## src/rtl/pipe_rate_ctrl.sv

```systemverilog
// PIPE rate-change sequencer: quiesces Tx, drives the new Rate, waits for PhyStatus, then acks.
// Optional PhyStatus timeout into an error/rollback state is enabled by defining PIPE_RATE_TIMEOUT_EN.
module pipe_rate_ctrl #(
    parameter int unsigned QUIESCE_CYCLES = 4,
    parameter int unsigned TIMEOUT_CYCLES = 1024
) (
    input  logic       clk,
    input  logic       reset,
    input  logic       RateReq,
    input  logic [2:0] ReqGEN,
    input  logic       PhyStatus,
    output logic [2:0] Rate,
    output logic [2:0] GEN,
    output logic       TxElecIdleReq,
    output logic       RxGate,
    output logic       Busy,
    output logic       ReqAck,
    output logic       ReqErr
);

    typedef enum logic [2:0] {
        StIdle,
        StQuiesce,
        StRateChg,
        StDone,
        StErr
    } state_e;

    localparam logic [15:0] QuiesceLast = 16'(QUIESCE_CYCLES - 1);
    localparam logic [15:0] TimeoutLast = 16'(TIMEOUT_CYCLES - 1);
`ifdef PIPE_RATE_TIMEOUT_EN
    localparam bit TimeoutEn = 1'b1;
`else
    localparam bit TimeoutEn = 1'b0;
`endif

    state_e      state_q, state_d;
    logic [15:0] cnt_q, cnt_d;
    logic [2:0]  target_q, target_d;
    logic [2:0]  old_q, old_d;
    logic [2:0]  rate_q, rate_d;
    logic [2:0]  gen_q, gen_d;
    logic        txi_q, txi_d;
    logic        rxg_q, rxg_d;
    logic        busy_q, busy_d;
    logic        ack_q, ack_d;
    logic        err_q, err_d;
    logic        req_valid;

    assign req_valid = (ReqGEN >= 3'd1) && (ReqGEN <= 3'd5);

    always_comb begin
        state_d  = state_q;
        cnt_d    = cnt_q;
        target_d = target_q;
        old_d    = old_q;
        rate_d   = rate_q;
        gen_d    = gen_q;
        ack_d    = 1'b0;
        err_d    = 1'b0;

        case (state_q)
            StIdle: begin
                if (RateReq) begin
                    if (!req_valid) begin
                        err_d = 1'b1;
                    end else if (ReqGEN == gen_q) begin
                        ack_d = 1'b1;
                    end else begin
                        target_d = ReqGEN;
                        old_d    = gen_q;
                        cnt_d    = '0;
                        state_d  = StQuiesce;
                    end
                end
            end
            StQuiesce: begin
                if (cnt_q == QuiesceLast) begin
                    cnt_d   = '0;
                    rate_d  = target_q - 3'd1;
                    state_d = StRateChg;
                end else begin
                    cnt_d = cnt_q + 16'd1;
                end
            end
            StRateChg: begin
                // PhyStatus wins over a timeout landing in the same cycle.
                if (PhyStatus) begin
                    gen_d   = target_q;
                    ack_d   = 1'b1;
                    cnt_d   = '0;
                    state_d = StDone;
                end else if (TimeoutEn && (cnt_q == TimeoutLast)) begin
                    rate_d  = old_q - 3'd1;
                    err_d   = 1'b1;
                    cnt_d   = '0;
                    state_d = StErr;
                end else if (cnt_q != 16'hFFFF) begin
                    cnt_d = cnt_q + 16'd1;
                end
            end
            StDone:  state_d = StIdle;
            StErr:   state_d = StIdle;
            default: state_d = StIdle;
        endcase

        txi_d  = (state_d == StQuiesce) || (state_d == StRateChg);
        rxg_d  = (state_d == StQuiesce) || (state_d == StRateChg) || (state_d == StDone);
        busy_d = (state_d != StIdle);
    end

    always_ff @(posedge clk or posedge reset) begin
        if (reset) begin
            state_q  <= StIdle;
            cnt_q    <= '0;
            target_q <= 3'd1;
            old_q    <= 3'd1;
            rate_q   <= 3'd0;
            gen_q    <= 3'd1;
            txi_q    <= 1'b0;
            rxg_q    <= 1'b0;
            busy_q   <= 1'b0;
            ack_q    <= 1'b0;
            err_q    <= 1'b0;
        end else begin
            state_q  <= state_d;
            cnt_q    <= cnt_d;
            target_q <= target_d;
            old_q    <= old_d;
            rate_q   <= rate_d;
            gen_q    <= gen_d;
            txi_q    <= txi_d;
            rxg_q    <= rxg_d;
            busy_q   <= busy_d;
            ack_q    <= ack_d;
            err_q    <= err_d;
        end
    end

    assign Rate          = rate_q;
    assign GEN           = gen_q;
    assign TxElecIdleReq = txi_q;
    assign RxGate        = rxg_q;
    assign Busy          = busy_q;
    assign ReqAck        = ack_q;
    assign ReqErr        = err_q;

endmodule

```

## config.mk

```make
export PLATFORM = sky130hd
export DESIGN_NAME = pipe_rate_ctrl
export DESIGN_NICKNAME = d
export VERILOG_FILES = /design/src/rtl/pipe_rate_ctrl.sv
export SDC_FILE = /design/constraint.sdc
export NUM_CORES = 1
export LEC_CHECK = 0
export CORE_MARGIN = 5
export CORE_UTILIZATION = 61
export CTS_BUF_LIST = sky130_fd_sc_hd__clkbuf_4 sky130_fd_sc_hd__clkbuf_8
export DETAILED_ROUTE_END_ITERATION = 12
export GPL_ROUTABILITY_DRIVEN = 0
export PLACE_DENSITY = 0.85
export SLEW_MARGIN = 20
export SYNTH_ARGS = -nofsm -noshare
export SYNTH_HDL_FRONTEND = slang
export SYNTH_SLANG_ARGS = --single-unit
```

## constraint.sdc

```tcl
create_clock -name clk -period 6.3 [get_ports clk]
set_clock_uncertainty 0.2 [all_clocks]
set_input_delay 0.63 -clock clk [delete_from_list [all_inputs] [get_ports clk]]
set_output_delay 0.63 -clock clk [all_outputs]
set_load 0.01 [all_outputs]
```

==> flow_summary_export.csv <==
group,metric,value,unit
drt,drtPass1Iterations,4,
clocking,cts_setup_buffers,0,
clocking,tritoncts,"yes",
worst_setup_path,critPathMaxFanout,15,
placed_design,dpl.cell_count,210,
synthesis,synth_compound_area_share,18.62,%
worst_setup_path,cp.required,6.32,ns
run,cap_violations,0,
pwr,power.density,203.5,nW/um^2
floorplanning,die-area,4087,sq um
drt,vias_per_cell,6.220,
worst_setup_path,crit_start,"PhyStatus",
pwr,power,0.0004071,W
drt,ant_nets,0,
clocking,cts_max_level,2,
synthesis,synth_edf_count,0,
timing,slew_headroom,51.42,%
clocking,cts_buffers,5,
finish,fillerInstances,203,
synthesis,synth_area,1774,sq um
pwr,cellLeakagePower,0.9541,nW
timing,finalHoldViolations,0,
finish,drive_gt1_share,13.90,%
worst_setup_path,endpoint_kind,"flop",
floorplanning,fp.dieW,63.93,um
synthesis,synth_seq_cells,33,
synthesis,synth_flop_cell,"dfrtp_1",
timing,setup_tns,0,ns
timing,rsz0062_at_grt,"false",
synthesis,ys.warnings.count,0,
drt,drt-total-wl,3323,um
synthesis,syn_inst,168,
drt,wl_per_cell,15.24,um
synthesis,synthArstFlopShare,100.0,%
status,outcome,"completed",
floorplanning,start_util,63.79,%
synthesis,ys_seq_area_share,46.69,%
drt,drc_errors,0,
synthesis,syn_avg_cell_area,10.56,sq um
synthesis,syn_nets,177,
synthesis,synth_top_family_by_area,"simple AND/OR/NAND/NOR gates",
placed_design,hpwl,2341,um
clocking,cts.reportedPaths.clkPinSlew,0.10,ns
global_routing,grt_pass1_wl,5865,um
clocking,clockBufferDepth,2,
synthesis,ys_types,42,
placed_design,io_buffers,17,
timing,maxSlewViolCount,0,
clocking,cts-root-buf,"clkbuf_4",
clocking,clock-sinks,33,
synthesis,synth_fa_ha_area_share,1.410,%
worst_setup_path,timing.rr.start,"state_q[2]",
clocking,ctsResizeCount,0,
drt,dr.first_iter.drc_count,105,
global_routing,grt_max_degree,34,
finish,stdcell_count,218,
synthesis,muxShareOfSynthArea,5.078,%
worst_setup_path,critical_path_arrival,2.94,ns
hold_path,hold_path_class,"flop to flop",
worst_setup_path,critical_path_class,"input port to flop",
placed_design,place_area,1938,sq um
finish,synthToLayoutAreaGrowth,12.76,%
timing,worst_pin_slew,0.7231,ns
timing,period_needed,2.923,ns
global_routing,track_usage,18.24,%
floorplanning,io_pins,18,
timing,post-route-period-util,46.40,%
pwr,peakVddDrop,0.1674,mV
worst_setup_path,rrSetupSlack,3.68,ns
finish,num-nets-final,195,
global_routing,grt-ovfl-total,0,
global_routing,antenna_found_initial,0,
worst_setup_path,worstReg2RegEnd,"cnt_q[0]",
synthesis,synth_xor_area_share,1.975,%
timing,fmax,342.1,MHz
global_routing,grt_pass1_vias,1299,
drt,vias,1356,
clocking,cts_hold_buf,0,
clocking,worstSkewPairLatency,0.34,ns
finish,fin_area,2001,sq um
floorplanning,die_y,63.93,um
worst_setup_path,crit_end,"cnt_q[0]",
floorplanning,coreArea,2781,sq um
finish,insertedDiodeCount,0,
timing,setup_viol,0,
floorplanning,rows,19,
worst_setup_path,worstRegToRegCells,5,
synthesis,synth-simple-area-share,21.16,%
worst_setup_path,start_kind,"input port",
worst min-delay path by stage:
| stage | endpoint | cells past startpoint | slack (ns) | startpoint |
|---|---|---|---|---|
| 6_report | Rate[2] | 2 | 0.30 | Rate[2] |
| 5_1_grt | Rate[1] | 2 | 0.35 | Rate[1] |
| 4_1_cts | Rate[2] | 2 | 0.31 | Rate[2] |
| 3_5_place_dp | Rate[2] | 2 | 0.29 | Rate[2] |
| 3_3_place_gp | Rate[1] | 2 | 0.27 | Rate[1] |
| 2_1_floorplan | cnt_q[1] | 1 | 0.28 | cnt_q[1] |
synthesized netlist by cell type, types with 2 or more instances:
library cell | number | area, sq um
dfrtp_1 | 31 | 775.7
a21o_1 | 15 | 112.6
o211ai_1 | 13 | 97.59
nor2_1 | 9 | 33.78
inv_1 | 8 | 30.03
nand2_1 | 8 | 30.03
mux2_2 | 7 | 78.83
nor3b_1 | 7 | 52.55
nor4_1 | 7 | 43.79
nor3_1 | 5 | 25.02
and3_1 | 4 | 25.02
nand4_1 | 4 | 25.02
o21ai_0 | 4 | 20.02
xnor2_1 | 4 | 35.03
a21oi_1 | 3 | 15.01
and2_1 | 3 | 18.77
and4_1 | 3 | 26.28
buf_2 | 2 | 10.01
buf_4 | 2 | 15.01
dfstp_2 | 2 | 52.55
ha_1 | 2 | 25.02
nand2b_1 | 2 | 12.51
nand3_1 | 2 | 10.01
nor4b_1 | 2 | 17.52
or3_1 | 2 | 12.51
stage by stage:
stage / hold WS [ns] / utilization (%) / worst slack [ns]
CTS: 0.3148 / 71.66 / 3.443
finish: 0.3009 / 71.93 / 3.377
global route: 0.3497 / 71.93 / 3.287
floorplan: 0.2825 / - / 4.025
detailed placement: 0.2883 / 69.68 / 3.189
global placement: 0.2655 / 69.68 / 3.266
critical path: stages:
cell and delay, ns:
clkdlybuf4s50_1 0.43, nor4b_1 0.64, nand2_1 0.09, or3_1 0.63, nand2_2 0.18, mux2_2 0.34
cell type report:
cell class	instances	area, sq um	share of cell area, %
clock inverters	3	17.52	0.8755
repair buffers	18	177.7	8.881
inverters	8	30.03	1.501
clock buffers	5	37.54	1.876
well taps	31	38.79	1.939
multi-input cells	120	870.8	43.53
flip-flops and latches	33	828.3	41.40
cell usage in the layout (no fill, tap or decap), types with 2 or more instances in the layout:
| cell | netlist | layout |
|---|---|---|
| inv_1 | 8 | 8 |
| o211ai_1 | 13 | 13 |
| and4_1 | 3 | 3 |
| dfstp_2 | 2 | 2 |
| clkinv_2 | 0 | 2 |
| nor4b_1 | 2 | 2 |
| nor3_1 | 5 | 5 |
| nand4_1 | 4 | 4 |
| xnor2_1 | 4 | 4 |
| and2_1 | 3 | 3 |
| o21ai_0 | 4 | 4 |
| a21o_1 | 15 | 15 |
| nor4_1 | 7 | 7 |
| and3_1 | 4 | 4 |
| ha_1 | 2 | 2 |
| nor2_1 | 9 | 9 |
| or3_1 | 2 | 2 |
| clkdlybuf4s50_1 | 0 | 17 |
| nor3b_1 | 7 | 7 |
| mux2_2 | 7 | 7 |
| clkbuf_4 | 0 | 5 |
| nand3_1 | 2 | 2 |
| nand2b_1 | 2 | 2 |
| nand2_1 | 8 | 8 |
| a21oi_1 | 3 | 2 |
| dfrtp_1 | 31 | 31 |
power breakdown:
group          switching (W)  internal, W
clock              0.0000742    0.0000420
sequential        0.00000844     0.000223
combinational      0.0000295    0.0000296
total               0.000112     0.000295
registers in the layout (all words and copies together), names as in the netlist:
register	count
Busy	1
ReqErr	1
ReqAck	1
Rate	3
TxElecIdleReq	1
state_q	3
RxGate	1
target_q	3
cnt_q	16
GEN	3
cells by family (layout without fill, tap and decap cells):
kind of cell,count (synthesis),in the layout
flip-flops,33,33
AO/OA/AOI/OAI,42,42
XOR/XNOR,4,4
buffers and inverters,15,34
adder cells (fa/ha/maj),2,2
other,1,1
multiplexers,8,8
AND/OR/NAND/NOR,63,63
routing by layer:
metal  vias up  track usage (%)  part of all wire [%]
met3         5            5.954                   5.0
met4         0            8.312                   1.8
met2        30            26.76                    47
met5         -                0                     0
met1       661            24.49                    47
li1        660                -                     -
Power figures use the tool's default switching activity.
